==> config.mk <==
export PLATFORM = sky130hd
export DESIGN_NAME = instr_fetch
export DESIGN_NICKNAME = d
export VERILOG_FILES = /design/src/rtl/ifu_pkg.sv /design/src/rtl/ifu_watchdog.sv /design/src/rtl/instr_fetch.sv
export SDC_FILE = /design/constraint.sdc
export NUM_CORES = 1
export LEC_CHECK = 0
export CORE_MARGIN = 2
export CORE_UTILIZATION = 44
export DETAILED_ROUTE_END_ITERATION = 8
export GPL_TIMING_DRIVEN = 0
export PLACE_DENSITY = 0.79
export SETUP_SLACK_MARGIN = 0.05
export SYNTH_ARGS = -nofsm -noshare
export SYNTH_HDL_FRONTEND = slang
export SYNTH_HIERARCHICAL = 1
export SYNTH_SLANG_ARGS = --single-unit
==> constraint.sdc <==
create_clock -name i_clk -period 2.7 [get_ports i_clk]
set_input_delay 0.54 -clock i_clk [delete_from_list [all_inputs] [get_ports i_clk]]
set_output_delay 0.54 -clock i_clk [all_outputs]
set_load 0.005 [all_outputs]
==> src/rtl/ifu_pkg.sv <==
// Instruction fetch unit shared types and constants.
package ifu_pkg;

    localparam int unsigned XLEN    = 32;
    localparam int unsigned CAUSE_W = 2;

    // Instruction presented whenever no fetched word is held (addi x0,x0,0)
    localparam logic [XLEN-1:0] NOP = 32'h0000_0013;

    typedef enum logic [1:0] {
        S_REQ   = 2'd0,
        S_HOLD  = 2'd1,
        S_FAULT = 2'd2
    } state_e;

    typedef enum logic [CAUSE_W-1:0] {
        FC_NONE     = 2'b00,
        FC_BUS      = 2'b01,
        FC_MISALIGN = 2'b10,
        FC_TIMEOUT  = 2'b11
    } fault_cause_e;

endpackage

==> src/rtl/ifu_watchdog.sv <==
// Fetch watchdog: counts consecutive unanswered request cycles and flags
// expiry on the cycle that would reach TIMEOUT_CYC. Built only with IFU_TIMEOUT_EN.
module ifu_watchdog #(
    parameter int unsigned TIMEOUT_CYC = 15
) (
    input  logic i_clk,
    input  logic i_reset,
    input  logic i_count,
    input  logic i_clear,
    output logic o_expire_c
);

    localparam int unsigned CNT_W = (TIMEOUT_CYC > 1) ? $clog2(TIMEOUT_CYC) : 1;

    logic [CNT_W-1:0] r_cnt;

    // Consecutive wait-cycle counter, cleared on ack or leaving the request state
    always_ff @(posedge i_clk) begin
        if (i_reset || i_clear) begin
            r_cnt <= '0;
        end else if (i_count) begin
            r_cnt <= r_cnt + CNT_W'(1);
        end
    end

    assign o_expire_c = i_count && (r_cnt == CNT_W'(TIMEOUT_CYC - 1));

endmodule

==> src/rtl/instr_fetch.sv <==
// Instruction fetch unit: one outstanding imem request, holds the fetched word
// until the core consumes it, then advances or redirects the PC. Faults are sticky.
// Optional fetch watchdog enabled by defining IFU_TIMEOUT_EN.
module instr_fetch
    import ifu_pkg::*;
#(
    parameter logic [31:0] RESET_PC    = 32'h0000_0000,
    parameter int unsigned TIMEOUT_CYC = 15
) (
    input  logic                i_clk,
    input  logic                i_reset,
    output logic                o_imem_req,
    output logic [XLEN-1:0]     o_imem_addr,
    input  logic                i_imem_ack,
    input  logic [XLEN-1:0]     i_imem_rdata,
    input  logic                i_imem_err,
    output logic [XLEN-1:0]     o_instr,
    output logic [XLEN-1:0]     o_pc,
    output logic                o_instr_vld,
    input  logic                i_instr_rdy,
    input  logic                i_pc_sel,
    input  logic [XLEN-1:0]     i_alu_data,
    output logic                o_fault,
    output logic [CAUSE_W-1:0]  o_fault_cause,
    output logic [XLEN-1:0]     o_retire_cnt
);

    state_e         r_state, w_state_nxt;
    logic [XLEN-1:0] r_pc, w_pc_nxt;
    logic [XLEN-1:0] r_instr, w_instr_nxt;
    logic            r_vld, w_vld_nxt;
    logic            r_req;
    logic            r_fault, w_fault_nxt;
    fault_cause_e    r_cause, w_cause_nxt;
    logic [XLEN-1:0] r_retire, w_retire_nxt;
    logic [XLEN-1:0] w_target;
    logic            w_wd_expire;

    // Redirect target with bit 0 dropped; bit 1 still flags misalignment
    assign w_target = i_alu_data & ~XLEN'(1);

`ifdef IFU_TIMEOUT_EN
    ifu_watchdog #(
        .TIMEOUT_CYC (TIMEOUT_CYC)
    ) u_watchdog (
        .i_clk      (i_clk),
        .i_reset    (i_reset),
        .i_count    ((r_state == S_REQ) && !i_imem_ack),
        .i_clear    ((r_state != S_REQ) || i_imem_ack),
        .o_expire_c (w_wd_expire)
    );
`else
    // No watchdog: requests wait indefinitely and TIMEOUT_CYC has no effect
    assign w_wd_expire = 1'b0 & (TIMEOUT_CYC == 0);
`endif

    // Next-state and next-register values
    always_comb begin
        w_state_nxt  = r_state;
        w_pc_nxt     = r_pc;
        w_instr_nxt  = r_instr;
        w_vld_nxt    = r_vld;
        w_fault_nxt  = r_fault;
        w_cause_nxt  = r_cause;
        w_retire_nxt = r_retire;
        case (r_state)
            S_REQ: begin
                if (i_imem_ack) begin
                    if (i_imem_err) begin
                        w_state_nxt = S_FAULT;
                        w_fault_nxt = 1'b1;
                        w_cause_nxt = FC_BUS;
                    end else begin
                        w_state_nxt = S_HOLD;
                        w_instr_nxt = i_imem_rdata;
                        w_vld_nxt   = 1'b1;
                    end
                end else if (w_wd_expire) begin
                    w_state_nxt = S_FAULT;
                    w_fault_nxt = 1'b1;
                    w_cause_nxt = FC_TIMEOUT;
                end
            end
            S_HOLD: begin
                if (i_instr_rdy) begin
                    w_retire_nxt = r_retire + XLEN'(1);
                    w_vld_nxt    = 1'b0;
                    w_instr_nxt  = NOP;
                    w_state_nxt  = S_REQ;
                    if (!i_pc_sel) begin
                        w_pc_nxt = r_pc + XLEN'(4);
                    end else if (w_target[1]) begin
                        w_state_nxt = S_FAULT;
                        w_fault_nxt = 1'b1;
                        w_cause_nxt = FC_MISALIGN;
                    end else begin
                        w_pc_nxt = w_target;
                    end
                end
            end
            default: begin
                w_state_nxt = S_FAULT;
            end
        endcase
    end

    // State and datapath registers; reset overrides everything
    always_ff @(posedge i_clk) begin
        if (i_reset) begin
            r_state  <= S_REQ;
            r_pc     <= RESET_PC;
            r_instr  <= NOP;
            r_vld    <= 1'b0;
            r_req    <= 1'b1;
            r_fault  <= 1'b0;
            r_cause  <= FC_NONE;
            r_retire <= '0;
        end else begin
            r_state  <= w_state_nxt;
            r_pc     <= w_pc_nxt;
            r_instr  <= w_instr_nxt;
            r_vld    <= w_vld_nxt;
            r_req    <= (w_state_nxt == S_REQ);
            r_fault  <= w_fault_nxt;
            r_cause  <= w_cause_nxt;
            r_retire <= w_retire_nxt;
        end
    end

    assign o_imem_req    = r_req;
    assign o_imem_addr   = r_pc;
    assign o_pc          = r_pc;
    assign o_instr       = r_instr;
    assign o_instr_vld   = r_vld;
    assign o_fault       = r_fault;
    assign o_fault_cause = r_cause;
    assign o_retire_cnt  = r_retire;

endmodule

==> flow_summary.json <==
{
  "synth_top_area_cell": "dfxtp_1",
  "pre_cts_slack_ns": -0.285,
  "drtIter0Drc": 416,
  "cts_tree": "built",
  "rows": 39,
  "hold_buffers": 0,
  "max_freq_mhz": 391,
  "yosys-top-cells-area": "dfxtp_1 (40%), a21oi_1 (6.3%), nand3_1 (5.4%)",
  "crit_path_start_kind": "input port",
  "num_vias": 5695,
  "grt_pass1_vias": 5487,
  "ios": 203,
  "area_growth_pct": 47.1,
  "grt_antenna_before_repair": 0,
  "clk_path_buf_depth": 2,
  "crit_start": "i_instr_rdy",
  "hold_class": "flop to flop",
  "synthCells": 655,
  "synthesis.area_um2": 5110,
  "totalWireLength_um": 17600,
  "cts_sinks": 101,
  "cts.clk_slew.worst_paths_ns": 0.06,
  "diodes": 0,
  "r2r_slack_ns": 0.15,
  "cp_slowest_cell": "clkdlybuf4s50_1",
  "synth_area_per_cell_um2": 7.81,
  "slew_headroom_pct": 51.5,
  "synth-edff-count": 0,
  "die_y_um": 112,
  "io_buffers": 196,
  "run_status": "finished, final reports clean",
  "synth_seq_cells": 101,
  "crit_fanout": 10,
  "period_needed_ns": 2.56,
  "place_area_um2": 7270,
  "finClkSkew_ns": 0.00533,
  "r2r-end": "o_imem_addr[22]",
  "r2r.worst_path.cells": 6,
  "route.detailed.drc": 0,
  "grt_overflow": 0,
  "fin_crit_sh_pct": 94.7,
  "p_total_mw": 3.15,
  "fillCellCount": 982,
  "powerDensity_nw_per_um2": 419,
  "hold_viol_final": 0,
  "synth_top_area_share_pct": 39.5,
  "synth-warning-count": 6,
  "worst_slew_pin_slew_ns": 0.720,
  "path_class": "input port to flop",
  "grt_pass1_wl_um": 28000,
  "endpoint": "o_imem_addr[11]",
  "crit_chain": "clkdlybuf4s50_1 -> nand3b_1 -> a21oi_1 -> clkbuf_1 -> clkbuf_2 -> o21ai_0 -> a22oi_1 -> nor2_1",
  "viasPerCell": 5.64,
  "grt_max_degree": 15,
  "vdd_drop_max_mv": 0.430,
  "async_flop_share_pct": 0,
  "drive_gt1_share_pct": 7.51,
  "cts_setup_buffers": 0,
  "final_common_cell": "clkdlybuf4s50_1",
  "dieArea_um2": 12500,
  "die_width_um": 112,
  "regToRegStartpoint": "o_imem_addr[2]",
  "ys_seq_area_share_pct": 39.5,
  "final_cell_mix": "clkdlybuf4s50_1 (196), dfxtp_1 (101), nand2_1 (73), a21oi_1 (64), nor2_1 (57)",
  "fin_ws_ns": 0.143,
  "path_depth": 8,
  "cp.arrival_ns": 2.76,
  "grt_use_total_pct": 27.4,
  "clk_latency_ns": 0.34,
  "start_util_pct": 45.0,
  "cp_top_family": "buffers and inverters",
  "critPathBufInv": 3,
  "yosysUniqueCellTypes": 62,
  "cts_root_buf": "clkbuf_16",
  "hpwlAfterDp_um": 13100,
  "wire_per_inst_um": 17.4,
  "nNetsFinal": 936,
  "ctsHtreeMaxLevel": 3,
  "synth_ff_type": "dfxtp_1",
  "tns_ns": 0,
  "cts_resized": 0,
  "ant_nets": 0,
  "worstPathRequired_ns": 2.90,
  "setup_viol": 0,
  "cts_buffers": 9,
  "first_pass_iters": 5,
  "stdcell_area_um2": 7520,
  "leakagePower_nw": 2.58,
  "rsz0062_at_grt": "true",
  "maxCapViolCount": 0,
  "crit_path_end_kind": "flop",
  "critPathMaxStageDelay_ns": 0.49,
  "core-area_um2": 11400,
  "place_congestion": 0.957,
  "final_max_slew_viol_count": 0
}
-- synthesized netlist by cell type, drive strengths merged, types with 2 or more instances --
master,n
nor3,27
or2,3
a211oi,4
nand2,75
or3,11
inv,10
and2,2
mux2i,9
a22oi,6
clkbuf,39
o31ai,4
o41ai,2
nand4,17
xor2,4
nor2,57
nand3,56
a31oi,9
a41oi,2
nor2b,4
and3,13
ha,2
o21ai,21
nand3b,2
buf,39
o21bai,3
or4,5
o22ai,4
and4,3
dfxtp,101
a21oi,64
a21o,2
a32oi,2
a22o,2
xnor2,19
nor4,15
-- how the worst min path moves through the flow --
stage	depth (start not counted)	slack (ns)	start	to
6_report	2	0.46	o_instr_vld	o_instr_vld
3_3_place_gp	2	0.45	o_instr_vld	o_instr_vld
4_1_cts	2	0.46	o_instr_vld	o_instr_vld
3_5_place_dp	2	0.45	o_instr_vld	o_instr_vld
5_1_grt	2	0.48	o_instr[2]	o_instr[2]
2_1_floorplan	2	0.45	o_instr_vld	o_instr_vld
-- cell type report --
type / instances / area (µm²) / share of cell area (%)
Clock buffer: 11 / 233 / 3.09
Timing Repair Buffer: 196 / 1960 / 26.1
Tap cell: 143 / 179 / 2.38
Sequential cell: 101 / 2020 / 26.9
Multi-Input combinational cell: 468 / 2650 / 35.3
Buffer: 77 / 420 / 5.59
Inverter: 11 / 41.3 / 0.549
Clock inverter: 2 / 13.8 / 0.183
-- cells by family (layout without fill, tap and decap cells) --
kind of cell | count (synthesis) | after routing | synth area share [%]
AND/OR/NAND/NOR | 295 | 295 | 29.3
AO/OA/AOI/OAI | 134 | 134 | 15.7
flip-flops | 101 | 101 | 39.5
buffers and inverters | 89 | 297 | 9.05
XOR/XNOR | 23 | 23 | 3.94
multiplexers | 10 | 10 | 1.98
adder cells (fa/ha/maj) | 2 | 2 | 0.489
other | 1 | 4 | 0.0733
-- routing by layer --
layer,wire length (µm),vias to the layer above,global-route usage (%)
met5,0,-,0
met4,468,0,10.8
met3,1890,42,8.82
met2,8310,318,45.5
met1,6910,2633,33.1
li1,-,2702,-
-- worst register-to-register path: stages (launching register included) --
cell and delay (ns):
dfxtp_1 0.53, ha_1 0.32, nand4_4 0.21, or4_1 0.65
nor4_2 0.27, o21ai_0 0.15, a221oi_1 0.33
-- registers in the layout (all words and copies together), names as in the netlist --
register       count
o_fault            1
o_fault_cause      2
o_imem_addr       30
o_imem_req         1
o_instr           32
o_instr_vld        1
o_retire_cnt      32
r_state            2
-- where the power goes --
group / total [mW] / internal [mW] / switching, mW
sequential: 1.57 / 1.53 / 0.0387
clock: 1.15 / 0.611 / 0.538
combinational: 0.432 / 0.238 / 0.194
total: 3.15 / 2.38 / 0.771
-- per-stage QoR --
stage	utilization, %	hold slack (ns)	cells
2_1_floorplan	-	0.453	658
3_3_place_gp	63.9	0.446	997
3_5_place_dp	63.9	0.449	997
4_1_cts	66.1	0.460	1010
5_1_grt	66.2	0.484	1009
6_report	66.2	0.464	1009
Power figures use the tool's default switching activity.
